$ cat config.mk
export PLATFORM = sky130hd
export DESIGN_NAME = fifo_drain
export DESIGN_NICKNAME = d
export VERILOG_FILES = /design/src/rtl/fifo_drain_pkg.sv /design/src/rtl/fifo_drain_skid.sv /design/src/rtl/fifo_drain.sv
export SDC_FILE = /design/constraint.sdc
export NUM_CORES = 1
export LEC_CHECK = 0
export BUFFER_PORTS_ARGS = -buffer_cell sky130_fd_sc_hd__buf_2
export CAP_MARGIN = 10
export CORE_ASPECT_RATIO = 0.6
export CORE_UTILIZATION = 30
export DETAILED_ROUTE_END_ITERATION = 16
export RECOVER_POWER = 100
export SLEW_MARGIN = 20
export SYNTH_ARGS = -nofsm -noshare
export SYNTH_HDL_FRONTEND = slang
export SYNTH_HIERARCHICAL = 1
export SYNTH_SLANG_ARGS = --single-unit
export TNS_END_PERCENT = 100
$ cat constraint.sdc
create_clock -name clk -period 2.3 [get_ports clk]
set_input_delay 0.23 -clock clk [delete_from_list [all_inputs] [get_ports clk]]
set_output_delay 0.23 -clock clk [all_outputs]
set_load 0.02 [all_outputs]
$ cat src/rtl/fifo_drain_pkg.sv
// Shared types and constants for the FIFO read-side drain engine.
package fifo_drain_pkg;

  typedef enum logic [1:0] {
    IDLE = 2'd0,
    RUN  = 2'd1,
    STOP = 2'd2
  } drain_state_e;

  localparam int DRAIN_SKID_DEPTH = 2;
  localparam int DRAIN_CNT_W      = 16;

  // A new read may issue only if the word it returns is guaranteed a skid slot.
  function automatic logic drain_credit_ok(input logic [1:0] occ,
                                           input logic       inflight,
                                           input logic       pop);
    logic [2:0] used;
    used = {1'b0, occ} + {2'b00, inflight};
    return used < (3'(DRAIN_SKID_DEPTH) + {2'b00, pop});
  endfunction

endpackage

$ cat src/rtl/fifo_drain_skid.sv
// Two-entry in-order skid buffer; the head entry register drives m_data directly.
module fifo_drain_skid #(
  parameter int FIFO_WIDTH = 16
) (
  input  logic                  clk,
  input  logic                  rst_n,
  input  logic                  push,
  input  logic [FIFO_WIDTH-1:0] din,
  input  logic                  pop,
  output logic [1:0]            occ,
  output logic                  m_valid,
  output logic [FIFO_WIDTH-1:0] m_data
);

  logic [FIFO_WIDTH-1:0] head_q;
  logic [FIFO_WIDTH-1:0] tail_q;
  logic [1:0]            occ_q;

  // Head only changes on push-into-empty or pop, so it holds while stalled or empty.
  always_ff @(posedge clk or negedge rst_n) begin
    if (!rst_n) begin
      head_q <= '0;
      tail_q <= '0;
      occ_q  <= 2'd0;
    end else begin
      case ({push, pop})
        2'b10: begin
          if (occ_q == 2'd0) head_q <= din;
          else               tail_q <= din;
          occ_q <= occ_q + 2'd1;
        end
        2'b01: begin
          if (occ_q == 2'd2) head_q <= tail_q;
          occ_q <= occ_q - 2'd1;
        end
        2'b11: begin
          if (occ_q == 2'd2) begin
            head_q <= tail_q;
            tail_q <= din;
          end else begin
            head_q <= din;
          end
        end
        default: ;
      endcase
    end
  end

  assign occ     = occ_q;
  assign m_valid = (occ_q != 2'd0);
  assign m_data  = head_q;

endmodule

$ cat src/rtl/fifo_drain.sv
// FIFO read-side drain engine: issues reads, absorbs the 1-cycle read latency in a skid buffer.
// Optional beat counter enabled by defining FIFO_DRAIN_COUNT_EN.
module fifo_drain
  import fifo_drain_pkg::*;
#(
  parameter int FIFO_WIDTH = 16,
  parameter int SKID_DEPTH = 2
) (
  input  logic                   clk,
  input  logic                   rst_n,
  input  logic                   en,
  input  logic                   fifo_empty,
  input  logic [FIFO_WIDTH-1:0]  fifo_data_out,
  input  logic                   fifo_underflow,
  output logic                   fifo_rd_en,
  output logic                   m_valid,
  input  logic                   m_ready,
  output logic [FIFO_WIDTH-1:0]  m_data,
  output logic                   busy,
  output logic                   underflow_err
`ifdef FIFO_DRAIN_COUNT_EN
  ,
  output logic [DRAIN_CNT_W-1:0] beat_cnt
`endif
);

  if (SKID_DEPTH != DRAIN_SKID_DEPTH) begin : g_bad_skid_depth
    $error("fifo_drain: SKID_DEPTH must be 2");
  end

  drain_state_e state_q;
  drain_state_e state_d;
  logic         rd_vld_p1;
  logic         uf_err_q;
  logic [1:0]   occ;
  logic         pop;
  logic         push;

  assign pop        = m_valid & m_ready;
  assign fifo_rd_en = (state_q == RUN) & ~fifo_empty & drain_credit_ok(occ, rd_vld_p1, pop);

  always_comb begin
    state_d = state_q;
    case (state_q)
      IDLE:    if (en) state_d = RUN;
      RUN:     if (!en) state_d = STOP;
      STOP: begin
        if (en)              state_d = RUN;
        else if (!rd_vld_p1) state_d = IDLE;
      end
      default: state_d = IDLE;
    endcase
  end

  always_ff @(posedge clk or negedge rst_n) begin
    if (!rst_n) state_q <= IDLE;
    else        state_q <= state_d;
  end

  // ---- p0 -> p1: read request becomes a returning word one cycle later
  always_ff @(posedge clk or negedge rst_n) begin
    if (!rst_n) rd_vld_p1 <= 1'b0;
    else        rd_vld_p1 <= fifo_rd_en;
  end

  // ---- p1 -> skid: accept the return unless the FIFO flagged underflow
  assign push = rd_vld_p1 & ~fifo_underflow;

  always_ff @(posedge clk or negedge rst_n) begin
    if (!rst_n)                           uf_err_q <= 1'b0;
    else if (rd_vld_p1 && fifo_underflow) uf_err_q <= 1'b1;
  end

  fifo_drain_skid #(
    .FIFO_WIDTH(FIFO_WIDTH)
  ) u_skid (
    .clk    (clk),
    .rst_n  (rst_n),
    .push   (push),
    .din    (fifo_data_out),
    .pop    (pop),
    .occ    (occ),
    .m_valid(m_valid),
    .m_data (m_data)
  );

  assign busy          = rd_vld_p1 | (occ != 2'd0);
  assign underflow_err = uf_err_q;

`ifdef FIFO_DRAIN_COUNT_EN
  logic [DRAIN_CNT_W-1:0] beat_q;

  always_ff @(posedge clk or negedge rst_n) begin
    if (!rst_n)   beat_q <= '0;
    else if (pop) beat_q <= beat_q + DRAIN_CNT_W'(1);
  end

  assign beat_cnt = beat_q;
`endif

endmodule

* Word level (Yosys, flattened, before mapping)
Index checks and enable logic that the tools add are counted.
Word-level totals: register bits 38, input bits 22, output and inout port bits 20, word-level logic and storage cells 54
Operators by class: add/sub/neg operators 4, order comparisons 1, eq/ne operators 13, muxes and demuxes 13, bitwise logic cells 7, reductions and logical operators 10
Operators by type and width (count):
- 2-to-1 mux 16 bit | 5
- one-hot mux 16 bit (3 select lines) | 1
- one-hot mux 16 bit (2 select lines) | 1
- AND reduction 3 bit | 3
- equality test 2 bit, second input constant | 4
- 2-to-1 mux 2 bit | 4
- != test 2 x 1 -> 1 bit, second input constant | 3
- != test 2 bit, second input constant | 3
- one-hot mux 2 bit (3 select lines) | 1
- nonzero test 2 bit | 3
- bitwise AND 1 bit | 4
- equality test 2 x 1 -> 1 bit, second input constant | 2
- zero test 2 bit | 2
- one-hot mux 2 bit (2 select lines) | 1
- adder 2 x 1 -> 3 bit | 1
- adder 2 x 1 -> 3 bit, first input constant | 1
- less-than comparator 3 bit | 1
- != test 3 bit, second input constant | 1
- nonzero test 3 bit | 1
- adder 2 x 1 -> 2 bit, second input constant | 1
- NOT 1 bit | 2
- subtractor 2 x 1 -> 2 bit, second input constant | 1
- logical AND 1 bit | 1
- OR 1 bit | 1

* Longest topological paths before layout
Gate-level depths: netlist of the first run.
depth after elaboration 5, depth in mapped cells 11, mapped depth without buffers 7

* Modules after synthesis
Netlist of the first run, hierarchy kept.
By module, submodules not included:
- fifo_drain_skid | times used 1, cells an instance 153, area an instance 1801.7 µm²
- fifo_drain | times used 1, cells an instance 16, area an instance 226.5 µm²

* Worst setup path before layout of the first run
Ideal clock, no wire load.
path kind register -> register, start point register u_skid.occ_q[0] (netlist: u_skid/occ[0]), end point register u_skid.head_q[0] (netlist: u_skid/m_data[0]), data arrival time 2.368 ns, slack -0.150 ns, cell stages (with the launch flop) 11, path through dfrtp_1 buf_4 or2_1 and2_2 ha_1 buf_2 nor3b_4 or3_1 buf_6 buf_6 a31oi_1
On the way: cells in the longest elaborated chain, start to end 5, elaborated cells on any way between the ends 13, those cells by class eq/ne (6); mux (2); bitwise (1); reduce/logical (4)
Ends and longest elaborated chain:
- start: declaration | line fifo_drain_skid.sv:17 | logic [1:0] occ_q;
- start signal: assignment | line fifo_drain_skid.sv:30 | occ_q <= occ_q + 2'd1;
- start signal: assignment | line fifo_drain_skid.sv:34 | occ_q <= occ_q - 2'd1;
- nonzero test 2 bit * | line fifo_drain_skid.sv:50 | assign m_valid = (occ_q != 2'd0);
- net m_valid | line fifo_drain.sv:16 | output logic m_valid,
- bitwise AND 1 bit * | line fifo_drain.sv:39 | assign pop = m_valid & m_ready;
- net pop | line fifo_drain.sv:36 | logic pop;
- equality test 2 x 1 -> 1 bit or equality test 2 bit (tied branches) | line fifo_drain_skid.sv:26 | case ({push, pop})
- != test 2 x 1 -> 1 bit (no line) or nonzero test 3 bit (tied branches)
- AND reduction 3 bit (no line)
- end signal: assignment | line fifo_drain_skid.sv:28 | if (occ_q == 2'd0) head_q <= din;
- end signal: assignment | line fifo_drain_skid.sv:33 | if (occ_q == 2'd2) head_q <= tail_q;
- end signal: assignment | line fifo_drain_skid.sv:38 | head_q <= tail_q;
- end: declaration | line fifo_drain_skid.sv:15 | logic [FIFO_WIDTH-1:0] head_q;
Mark *: on every way through the listed nets, which the timed path passes. The rest lies on a longest branch. A chain may end at the register's enable or synchronous reset.

* Worst setup path in the final report of the first run
start point register u_skid.occ_q[0] (netlist: u_skid/occ[0]), end point register u_skid.tail_q[5]
On the way: cells in the longest elaborated chain, start to end 5, elaborated cells on any way between the ends 11, those cells by class eq/ne (5); mux (1); bitwise (1); reduce/logical (4)
Ends and longest elaborated chain:
- nonzero test 2 bit * | line fifo_drain_skid.sv:50
- bitwise AND 1 bit * | line fifo_drain.sv:39
- net pop | line fifo_drain.sv:36
- equality test 2 bit | line fifo_drain_skid.sv:26
- != test 2 x 1 -> 1 bit (no line) (tied with other cells)
- AND reduction 3 bit (no line)
- end signal: assignment | line fifo_drain_skid.sv:29 | else tail_q <= din;
- end signal: assignment | line fifo_drain_skid.sv:39 | tail_q <= din;
- end: declaration | line fifo_drain_skid.sv:16 | logic [FIFO_WIDTH-1:0] tail_q;
Marked as above.

==> results of run 1 <==
[power by group through the flow]
stage	registers [mW]	clock network [mW]	logic, mW
after floorplan	1.35	0	0.890
after global placement	1.19	0	1.46
after detailed placement	1.19	0	1.48
after CTS	1.18	0.568	1.48
after global routing	1.23	0.599	1.58
final	1.19	0.560	1.45
[metal layers]
| layer | track usage (%) | vias to the layer above | wire length (um) |
|---|---|---|---|
| met5 | 0 | - | 0 |
| met4 | 4.11 | 0 | 40 |
| met3 | 3.37 | 5 | 339 |
| met2 | 19.7 | 69 | 2080 |
| met1 | 23.4 | 810 | 2530 |
| li1 | - | 767 | - |
[through the flow]
stage,area [um^2],hold slack [ns],setup TNS (ns)
final,2400,0.106,0
after global routing,2400,0.109,-0.0140
after CTS,2420,0.0785,0
after detailed placement,2310,0.391,-1.19
after global placement,2310,0.391,-0.796
after floorplan,2040,-0.0656,0
[repair_timing]
action                     in CTS  in global routing
setup endpoints to repair      16                 28
pin swaps                       0                  1
hold buffers                    0                  0
gates resized for setup         1                  2
[worst max-delay path by stage]
| stage | from | end | slack (ns) | cells after the start |
|---|---|---|---|---|
| after floorplan | u_skid/occ[0] | u_skid/m_data[0] | 0.007 | 10 |
| after global placement | u_skid/occ[0] | u_skid/m_data[1] | -0.06 | 6 |
| after detailed placement | u_skid/occ[0] | u_skid/m_data[1] | -0.10 | 6 |
| after CTS | u_skid/occ[0] | u_skid/tail_q[5] | 0.04 | 8 |
| after global routing | u_skid/occ[0] | u_skid/tail_q[5] | -0.007 | 8 |
| final | u_skid/occ[0] | u_skid/tail_q[5] | 0.09 | 8 |
[cells by family (layout without fill, tap and decap cells)]
group	after synthesis	count (layout)
AO/OA/AOI/OAI	53	53
buffers and inverters	22	61
flip-flops	38	38
XOR/XNOR	3	3
AND/OR/NAND/NOR	32	32
multiplexers	16	16
adder cells (fa/ha/maj)	5	5
[cell type report]
class                      count  area (um^2)  share of cell area, %
clock buffer                   5         68.8                   2.87
clock inverter                 3         40.0                   1.67
inverter                       2         7.51                  0.313
multi-input combinational    109          972                   40.5
sequential                    38          951                   39.6
tap                           84          105                   4.38
timing repair buffer          51          256                   10.7
[worst reg2reg max path, cell delays in order (launching register included)]
cell	delay (ns)
dfrtp_1	0.39
or2_4	0.28
and2_4	0.17
ha_1	0.22
buf_6	0.20
nand2_1	0.09
o211a_1	0.13
buf_4	0.24
mux2_2	0.37
[layout by cell type, fill, tap and decap left out, types with 2 or more instances in the layout]
cell	instances
buf_4	8
clkinv_2	2
inv_1	2
nor2_1	2
mux2_1	6
mux2_2	10
a31oi_1	16
xnor2_1	2
nand2b_1	2
a32oi_1	32
clkbuf_8	5
ha_2	2
dfrtp_1	38
clkbuf_1	20
ha_1	3
nor4_1	16
buf_2	21
[sequential cells by signal (all words and copies together), names as in the netlist]
signal	count
underflow_err	1
rd_vld_p1	1
u_skid/occ	2
u_skid/m_data	16
state_q	2
u_skid/tail_q	16
==> run summary, run 1 <==
The die covers 7100 um^2. Across the run, the number of max-cap violations was 1. The multiplexer area fraction after synthesis came out at 8.88%. The routed wirelength normalized by instance count came out at 17.1 um.

The most common cell in the synthesized netlist is dfrtp_1. For the pin with the worst max-slew slack, the measured transition is 2.03 ns. The root buffer cell is clkbuf_8. The post-synthesis sequential element count came out at 38.

A synthesized cell averages 12.0 um^2. The setup skew after layout is 0.0136 ns. The clock period minus worst slack is 2.21 ns. During synthesis, Yosys emitted a total of 6 warnings.

On the critical path, the stage with the largest delay is an instance of dfrtp_1. The number of vias after detailed routing came out at 1651. The ratio of cells with drive above 1 in the final layout came out at 28.8%. The worst slew slack as a fraction of its limit came out at -35.5%. The flow ran to the end, but the final reports show violations. The region available for standard cell placement spans 6300 um^2. The floorplan die height came out at 65.7 um. The kind of cell with the highest combined delay along the critical path is simple AND/OR/NAND/NOR gates.

The fill cell instance count of the final layout came out at 611. The highest clock frequency the design can meet came out at 0.452 GHz. The kind of critical path is flop to flop.

The worst-case setup slack after placement is -0.104 ns. The number of instances in the synthesized netlist came out at 169. The internal portion of total power is 1.87 mW.

0 antenna diodes ended up in the layout. At the end of the flow the core is filled with cells to 38.1%. At the later pin of the worst-skew pair, clock insertion delay measures 0.29 ns. In this run, synthesis inferred 0 flip-flops with an integrated enable. The most used flip-flop cell after synthesis is dfrtp_1. The slack of the critical path is 0.0877 ns. After legalization and detailed placement, the total HPWL measured 3530 um. The count of antenna-violating nets left after detailed routing came out at 0.

The net switching component of the power is 1.32 mW. The number of global-route vias before repair came to 1495. The first TritonRoute pass finished after 4 iterations.

The number of levels in the clock H-tree is 2. At the end of the flow, the number of nets in the layout was 234. The worst path uses 96.2% of the clock period.

The kind of capture point of the worst setup path is a flop. By area the synthesized netlist is led by dfrtp_1, a32oi_1, mux2_2. The total count of hold-check failures in the final report was 0. The final non-filler cell total is 292. Measured in cells, the most critical reg-to-reg path has a length of 8.

The cell row count came out at 22. The ratio of routed vias to standard cells came out at 5.65. The share of flip-flops with an asynchronous set or reset is 100%. The end point of the worst hold path is state_q[1]. The static power due to leakage is 0.931 nW. The compound-cell area share of the yosys netlist came out at 21.6%. The total congestion overflow after global routing is 0. For the worst setup path, the data arrival time is 2.38 ns.

The maximum buffer depth of the clock tree is 2. The top-level I/O count is 42. The floorplan step set the die width to 108 um. Of all cell types, the one taking the most synthesized area is dfrtp_1.

Entering global routing, the biggest net connects 39 pins. Walking the worst path, the cells encountered are or2_4, and2_4, ha_1, buf_6, nand2_1, o211a_1, buf_4, mux2_2. The residual DRC count is 0. The simple logic cell fraction of the synthesized area is 12.0%. By area, the combinational part of the netlist is dominated by compound AO/OA/AOI/OAI gates. Sorting the synthesized cells by how often they occur yields dfrtp_1, a32oi_1, a31oi_1, nor4_1. The first routing iteration left 237 violations. Including well taps, the total number of placed cells is 284.

In this run switching power makes up 41.3% of total power. The worst register-to-register path begins at u_skid/occ[0]. The sequential-to-total area share from yosys stat is 46.9%. The worst endpoint required time is 2.47 ns.

The tightest min-delay check is of the input port to flop type. The number of antenna violations at the first check in global routing came out at 0. The count of different cell masters after synthesis is 32. The count of input and output buffers is 41. The overall power came out at 3.19 mW. The post-CTS clock slew at the launch and capture registers of the worst setup and hold paths is 0.08 ns.

In this run the worst path has a maximum fanout of 35. The setup-violating endpoint count in the final report is 0. The worst register-to-register path ends at u_skid/tail_q[5]. Of the total power, registers draw 37.2%. The hold path startpoint is en.

The post-synthesis instance area came out at 2030 um^2. The clock tree from TritonCTS is built. Routability-driven placement finished with a final weighted congestion of 0.760. Of the total synthesized cell area, the portion taken by full adders, half adders and majority gates is 3.08%. The critical path buffer and inverter count came out at 2. The final layout contains routed wiring with a total length of 4990 um. The max-slew violation total from the final report came out at 39.

The relative area change from synthesis to final layout came out at 18.4%. The starting density of the core is 32.2%. The global-route usage over all layers came out at 14.9%.

The power density over cell area came out at 1330 nW/um^2. The peak supply drop came out at 367 uV. The final reports fail on capacitance limit, slew limit. The number of clock sinks seen by CTS came out at 38. The setup slack on the worst flop-to-flop path came out at 0.09 ns.

The wire length of the first global-routing pass came out at 8000 um. Counting the buffers created by CTS gives 5. The xor/xnor share of the synthesized area is 1.30%. The number of buffers inserted to repair setup after CTS is 0. The share of total power in combinational logic came out at 45.3%. The area share of the largest cell type after synthesis is 46.9%. The number of nets produced by synthesis came out at 196.

STA classifies the critical path startpoint as a flop. In this design, the stage delay of the slowest critical-path cell is 0.39 ns. The depth of the worst hold-timing path came out at 2. The clock network is responsible for 17.5% of the overall power.
No activity file was read; power rests on OpenSTA's default activity.
==> run 2, diff against run 1 <==
--- a/config.mk
+++ b/config.mk
@@ -10,6 +10,7 @@
 export CORE_ASPECT_RATIO = 0.6
 export CORE_UTILIZATION = 30
 export DETAILED_ROUTE_END_ITERATION = 16
+export PLACE_DENSITY_LB_ADDON = 0.05
 export RECOVER_POWER = 100
 export SLEW_MARGIN = 20
 export SYNTH_ARGS = -nofsm -noshare
==> run 2 against run 1 <==
Effect of this change:
- the flow still finishes with violations (capacitance limit, slew limit)
- routed wire length grew 7.4%
- utilization fell by 0.26 points
- sequential share of layout area grew 0.27 points
- clock skew is 0.0098 ns lower
==> run summary, run 2 (same netlist as run 1, synthesis figures left out) <==
The run finished, with violations left. The final reports fail on capacitance limit, slew limit. The routed wirelength normalized by instance count came out at 18.3 um. The ratio of routed vias to standard cells came out at 5.57. The number of levels in the clock H-tree is 2. The power density over cell area is 1310 nW/um^2. Summing all flip-flop and latch instances after layout gives 951 um^2.

The transition time at the pin with the least slew margin came out at 2.07 ns. The worst setup path is captured at a flop. Once detail routing completed, the nets flagged for antenna violations numbered 0. The number of optimization iterations in the first detailed-route pass is 4. The final worst hold slack is 0.103 ns. The total count of hold-check failures in the final report is 0. Counting every sink on the clock net gives 38. The setup skew after layout is 0.00379 ns. The multi-input gate area in the final layout came out at 972 um^2. The count of buffers added on input and output ports is 41. The most common library cell in the layout ignoring fill and taps is dfrtp_1. The slowest stage of the critical path belongs to the cell dfrtp_1. Summed over all cells, the static leakage comes to 0.927 nW. The largest driver fanout on the critical path is 7. The path class of the tightest hold or removal check is input port to flop. Entering global routing, the biggest net connects 39 pins. The number of max-cap violations came out at 1. The number of buffers created by CTS came out at 5. The number of antenna violations at the first check in global routing is 0.

The number of buffers inserted to repair setup after CTS came out at 0. The net count of the finished layout is 235. The die covers 7100 um^2. The clock insertion delay at the later pin of the skew report is 0.28 ns. The wire length of the first global-routing pass came out at 8540 um. The width of the die is 108 um. Setup violations remaining at the end of the flow were counted as 0. The global-route usage over all layers came out at 16.1%. Leaving out fill and tap cells, the most frequent cells in the layout are dfrtp_1, a32oi_1, clkbuf_1. The peak supply drop is 368 uV. The fill cell instance count of the final layout is 641. The wire length after detailed routing came out at 5360 um. The final weighted congestion of routability-driven global placement came out at 0.795.

Walking the worst path, the cells encountered are or2_4, and2_4, inv_1, ha_2, o211a_1, clkbuf_2, mux2_1. The setup slack on the worst flop-to-flop path is 0.13 ns. The biggest cell delay along the critical path is 0.38 ns.

After global routing the overflow that remains totals 0. The starting density of the core came out at 32.2%. The root buffer cell chosen for the clock tree is clkbuf_8. The post-DP HPWL is 3930 um. For this design the top-level I/O count stands at 42. In this run the deepest clock path goes through 2 buffers. The clock period minus worst slack came out at 2.17 ns. The worst setup path is launched from a flop. The cell row count came out at 22. The post-route netlist has 28.7% of its cells at a drive strength greater than 1. TritonCTS built the clock tree. The worst path arrival time came out at 2.34 ns. Setup repair after global routing left no endpoint under its margin. The max-slew violation total from the final report came out at 39.

The number of antenna diodes in the final layout is 0. Relative to the synthesized area, the layout overhead comes to 17.6%. The number of global-route vias before repair is 1551. The worst slew slack as a fraction of its limit came out at -38.0%. In the routed design, unresolved DRC markers number 0. The DRC marker count from the first detailed-route iteration came out at 177. The number of vias after detailed routing came out at 1631. Static timing analysis puts the maximum clock frequency at 0.460 GHz.

For the worst setup path, the data required time is 2.47 ns. The kind of critical path is flop to flop. In this run the standard cell core region covers 6300 um^2. Adding up every negative setup slack in the final design gives 0 ns.

The final cycle utilization of the critical path is 94.5%. The floorplan die height is 65.7 um. The post-CTS clock slew at the launch and capture registers of the worst setup and hold paths is 0.07 ns.
run 2: cell types whose count changed in the layout (fill, tap and decap cells not counted):
cell       before  now
buf_6           1    0
buf_2          21   20
clkbuf_8        5    6
buf_4           8    9
clkbuf_1       20   21
clkinv_2        2    1
bufinv_16       1    0
clkbuf_2        1    3
run 2: final timing paths:
check	start	to	cells after the start
worst min register to register	underflow_err	underflow_err	1
worst min-delay path	en	state_q[1]	2
worst max register to register	u_skid/occ[0]	u_skid/tail_q[13]	7
max in group asynchronous	rst_n	u_skid/m_data[11]	1
min in group asynchronous	rst_n	u_skid/occ[0]	1
worst max-delay path	u_skid/occ[0]	u_skid/tail_q[13]	7
run 2: repair_timing:
action,4_1_cts,5_1_grt
resized for setup,0,1
setup endpoints to repair,0,16
hold buffers,0,0
run 2: through the flow:
step | std cells | total power [mW] | area, um^2 | util (%) | setup WS, ns
2_1_floorplan | 169 | 2.24 | 2040 | - | 0.00665
3_5_place_dp | 285 | 2.69 | 2320 | 36.7 | 0.0109
5_1_grt | 293 | 3.35 | 2380 | 37.8 | 0.00771
3_3_place_gp | 285 | 2.67 | 2320 | 36.7 | 0.101
4_1_cts | 293 | 3.17 | 2410 | 38.2 | 0.0157
6_report | 293 | 3.13 | 2380 | 37.8 | 0.126
run 2: layer usage:
metal / up-vias / track usage (%) / part of all wire [%]
met1: 806 / 25.8 / 56
met4: 0 / 4.45 / 0.39
met5: - / 0 / 0
met3: 2 / 4.76 / 7.0
met2: 54 / 19.6 / 37
li1: 769 / - / -
run 2: area by class of cell:
type | instances | area share (%)
Clock buffer | 7 | 3.62
Clock inverter | 1 | 0.210
Inverter | 2 | 0.315
Multi-Input combinational cell | 109 | 40.8
Sequential cell | 38 | 39.9
Tap cell | 84 | 4.41
Timing Repair Buffer | 52 | 10.8
run 2: power breakdown:
group / total, mW / internal [mW] / switching (mW) / leakage (nW)
sequential: 1.21 / 0.984 / 0.224 / 0.446
clock: 0.473 / 0.242 / 0.231 / 0.0482
combinational: 1.45 / 0.570 / 0.876 / 0.433
run 2: critical path, delay by kind of cell (launching register included):
family	cells	cell delay, ns
buf+inv	2	0.31
compound gates	1	0.33
mux	1	0.34
simple gates	2	0.45
fa+ha+maj	1	0.24
flops	1	0.38
==> run 3, diff against run 2 <==
--- a/config.mk
+++ b/config.mk
@@ -8,7 +8,7 @@
 export BUFFER_PORTS_ARGS = -buffer_cell sky130_fd_sc_hd__buf_2
 export CAP_MARGIN = 10
 export CORE_ASPECT_RATIO = 0.6
-export CORE_UTILIZATION = 30
+export CORE_UTILIZATION = 45
 export DETAILED_ROUTE_END_ITERATION = 16
 export PLACE_DENSITY_LB_ADDON = 0.05
 export RECOVER_POWER = 100
==> run 3 against run 2 <==
Effect of this change:
- the run still ends with capacitance limit, slew limit left
- first-iteration DRC count up 16%
- total power up 3.3%
- critical path depth rose by 1
- non-clock buffer count down 1
- via count grew 5.6%
- combinational power barely moved
- routed wire length down 4.2%
- count of clock-buffer cells in the layout down 1
- sequential share of layout area is essentially flat
- clock power grew 21%
- clock skew about the same
- largest cell class unchanged
==> run summary, run 3 (same netlist as run 1, synthesis figures left out) <==
The detailed router placed 1722 vias in this run. The first detailed-routing pass took 5 iterations. The root buffer cell is clkbuf_8. The core box area is 4210 um^2. The final layout contains routed wiring with a total length of 5130 um. The setup slack on the worst flop-to-flop path came out at 0.09 ns.

The number of cells traversed by the worst register-to-register path is 8. The number of antenna violations at the first check in global routing came out at 0. The relative area change from synthesis to final layout is 17.5%.

Max-cap violations in this run came to 1. The count of nets left with antenna violations once routing finished came out at 0. The count of input and output buffers came out at 41. Counting every sink on the clock net gives 38. The DRC marker count from the first detailed-route iteration is 206. On the worst path, the slowest cell contributes a delay of 0.38 ns. STA classifies the critical path startpoint as a flop. The max-slew violation total from the final report was 39. Of all nets on the critical path, the largest fanout is 35.

The flow ran to the end, but the final reports show violations. The checks that failed: capacitance limit, slew limit. The floorplan die height came out at 54 um. The overall power came out at 3.23 mW. The post-CTS clock slew at the launch and capture registers of the worst setup and hold paths is 0.07 ns. Detailed placement finished with a half-perimeter wire length of 3470 um. The number of buffers created by CTS is 5. The ratio of cells with drive above 1 in the final layout is 28.0%.

The power density over cell area came out at 1360 nW/um^2. The clock tree from TritonCTS is built. The reg-to-reg endpoint is u_skid/tail_q[5].

The residual DRC count is 0. The total congestion overflow after global routing is 0. Summed over all cells, the static leakage comes to 0.938 nW. The transition time at the pin with the least slew margin is 2.03 ns. The worst endpoint required time is 2.47 ns. For this design the top-level I/O count stands at 42. The floorplan has 18 rows. The depth of the worst hold-timing path came out at 2. The number of antenna diodes is 0. The final weighted congestion of routability-driven global placement came out at 0.734. The total count of hold-check failures in the final report came out at 0. The most common library cell in the layout ignoring fill and taps is dfrtp_1. In the layout the commonest cells are dfrtp_1, a32oi_1, buf_2.

The ratio of routed vias to standard cells came out at 6.45. The setup skew after layout came out at 0.00416 ns. At the end of the flow, the number of nets in the layout was 234.

The number of levels in the clock H-tree is 2. The width of the die came out at 88.7 um. In the final routed layout, each cell accounts on average for 19.2 um. The clock insertion delay at the later pin of the skew report came out at 0.28 ns. The global-route usage over all layers came out at 22.5%. The largest individual stage delay along the critical path comes from the cell dfrtp_1.

Setup repair after global routing left no endpoint under its margin. In this run the most critical hold path is launched from en. The worst path arrival time came out at 2.38 ns. The worst setup path is of the flop to flop kind. STA classifies the critical path endpoint as a flop. The worst register-to-register path begins at u_skid/occ[0]. The highest clock frequency the design can meet came out at 0.452 GHz. The min-delay analysis places its worst path in the category input port to flop. The worst slew slack as a fraction of its limit is -35.1%. Cells fill 56.6% of the core in the end. The die covers 4790 um^2. IR analysis of the VDD net gives a maximum drop of 710 uV. The wire length of the first global-routing pass is 7820 um. Entering global routing, the biggest net connects 39 pins. The clock period minus worst slack came out at 2.21 ns. On the final layout, the worst hold slack is 0.0946 ns. The number of global-route vias before repair came out at 1483. The final cycle utilization of the critical path is 96.1%. The setup-violating endpoint count in the final report is 0.

The maximum buffer depth of the clock tree is 2. Walking the worst path, the cells encountered are or2_4, and2_4, ha_1, buf_4, nand2_1, o211a_1, buf_6, mux2_2. The path with the worst hold slack has its endpoint at state_q[1].

Once the floorplan was initialized, standard cells occupied 48.2% of the core.
[run 3: cell count changes in the layout (fill, tap and decap cells not counted), sizes merged]
| cell | previous run | this run |
|---|---|---|
| clkbuf | 30 | 27 |
| buf | 29 | 30 |
| clkinv | 1 | 0 |
| bufinv | 0 | 1 |
[run 3: layer usage]
layer,vias up,global-route usage (%),wire [um]
met3,2,5.98,478
met5,-,0,0
met1,844,34.9,2500
met4,0,4.30,7
met2,108,30.8,2150
li1,768,-,-
[run 3: power by group]
group | switching (mW) | internal [mW]
logic | 0.882 | 0.568
registers | 0.224 | 0.984
clock network | 0.226 | 0.347
[run 3: cell type report]
type / count / area (um^2)
multi-input combinational: 109 / 963
clock buffer: 6 / 82.6
inverter: 2 / 7.51
timing repair buffer: 51 / 273
tap: 60 / 75.1
clock inverter: 1 / 30.0
fill: 387 / 1830
sequential: 38 / 951
[run 3: through the flow]
step	worst slack (ns)	area [um^2]	std cells	setup TNS [ns]
floorplan	0.00665	2040	169	0
global placement	-0.110	2270	259	-1.36
detailed placement	-0.235	2270	259	-3.29
CTS	0.00936	2390	266	0
global route	0.00486	2380	267	0
finish	0.0895	2380	267	0
[run 3: worst max-delay path, delay by kind of cell (launching register included)]
family	cells	cell delay, ns
DFF	1	0.38
buffers and inverters	2	0.45
AOI/OAI and AO/OA	1	0.15
muxes	1	0.36
and+or+nand+nor	3	0.54
adders and majority gates	1	0.20
[run 3: how the worst max path moves through the flow]
stage                  start           endpoint  slack, ns  cells past startpoint
2_1_floorplan  u_skid/occ[0]   u_skid/m_data[0]      0.007                     10
3_3_place_gp   u_skid/occ[0]   u_skid/m_data[7]      -0.11                      6
3_5_place_dp   u_skid/occ[0]  u_skid/m_data[12]      -0.23                      6
4_1_cts        u_skid/occ[0]  u_skid/m_data[12]      0.009                      6
5_1_grt        u_skid/occ[0]   u_skid/tail_q[3]      0.005                      8
6_report       u_skid/occ[0]   u_skid/tail_q[5]       0.09                      8
[run 3: timing repair]
| action | CTS | global route |
|---|---|---|
| pin swaps | 1 | 1 |
| endpoints found under the hold margin | 0 | 0 |
| resized for setup | 1 | 1 |
| setup endpoints to repair | 16 | 32 |
| setup buffers | 0 | 1 |
| hold buffers | 0 | 0 |
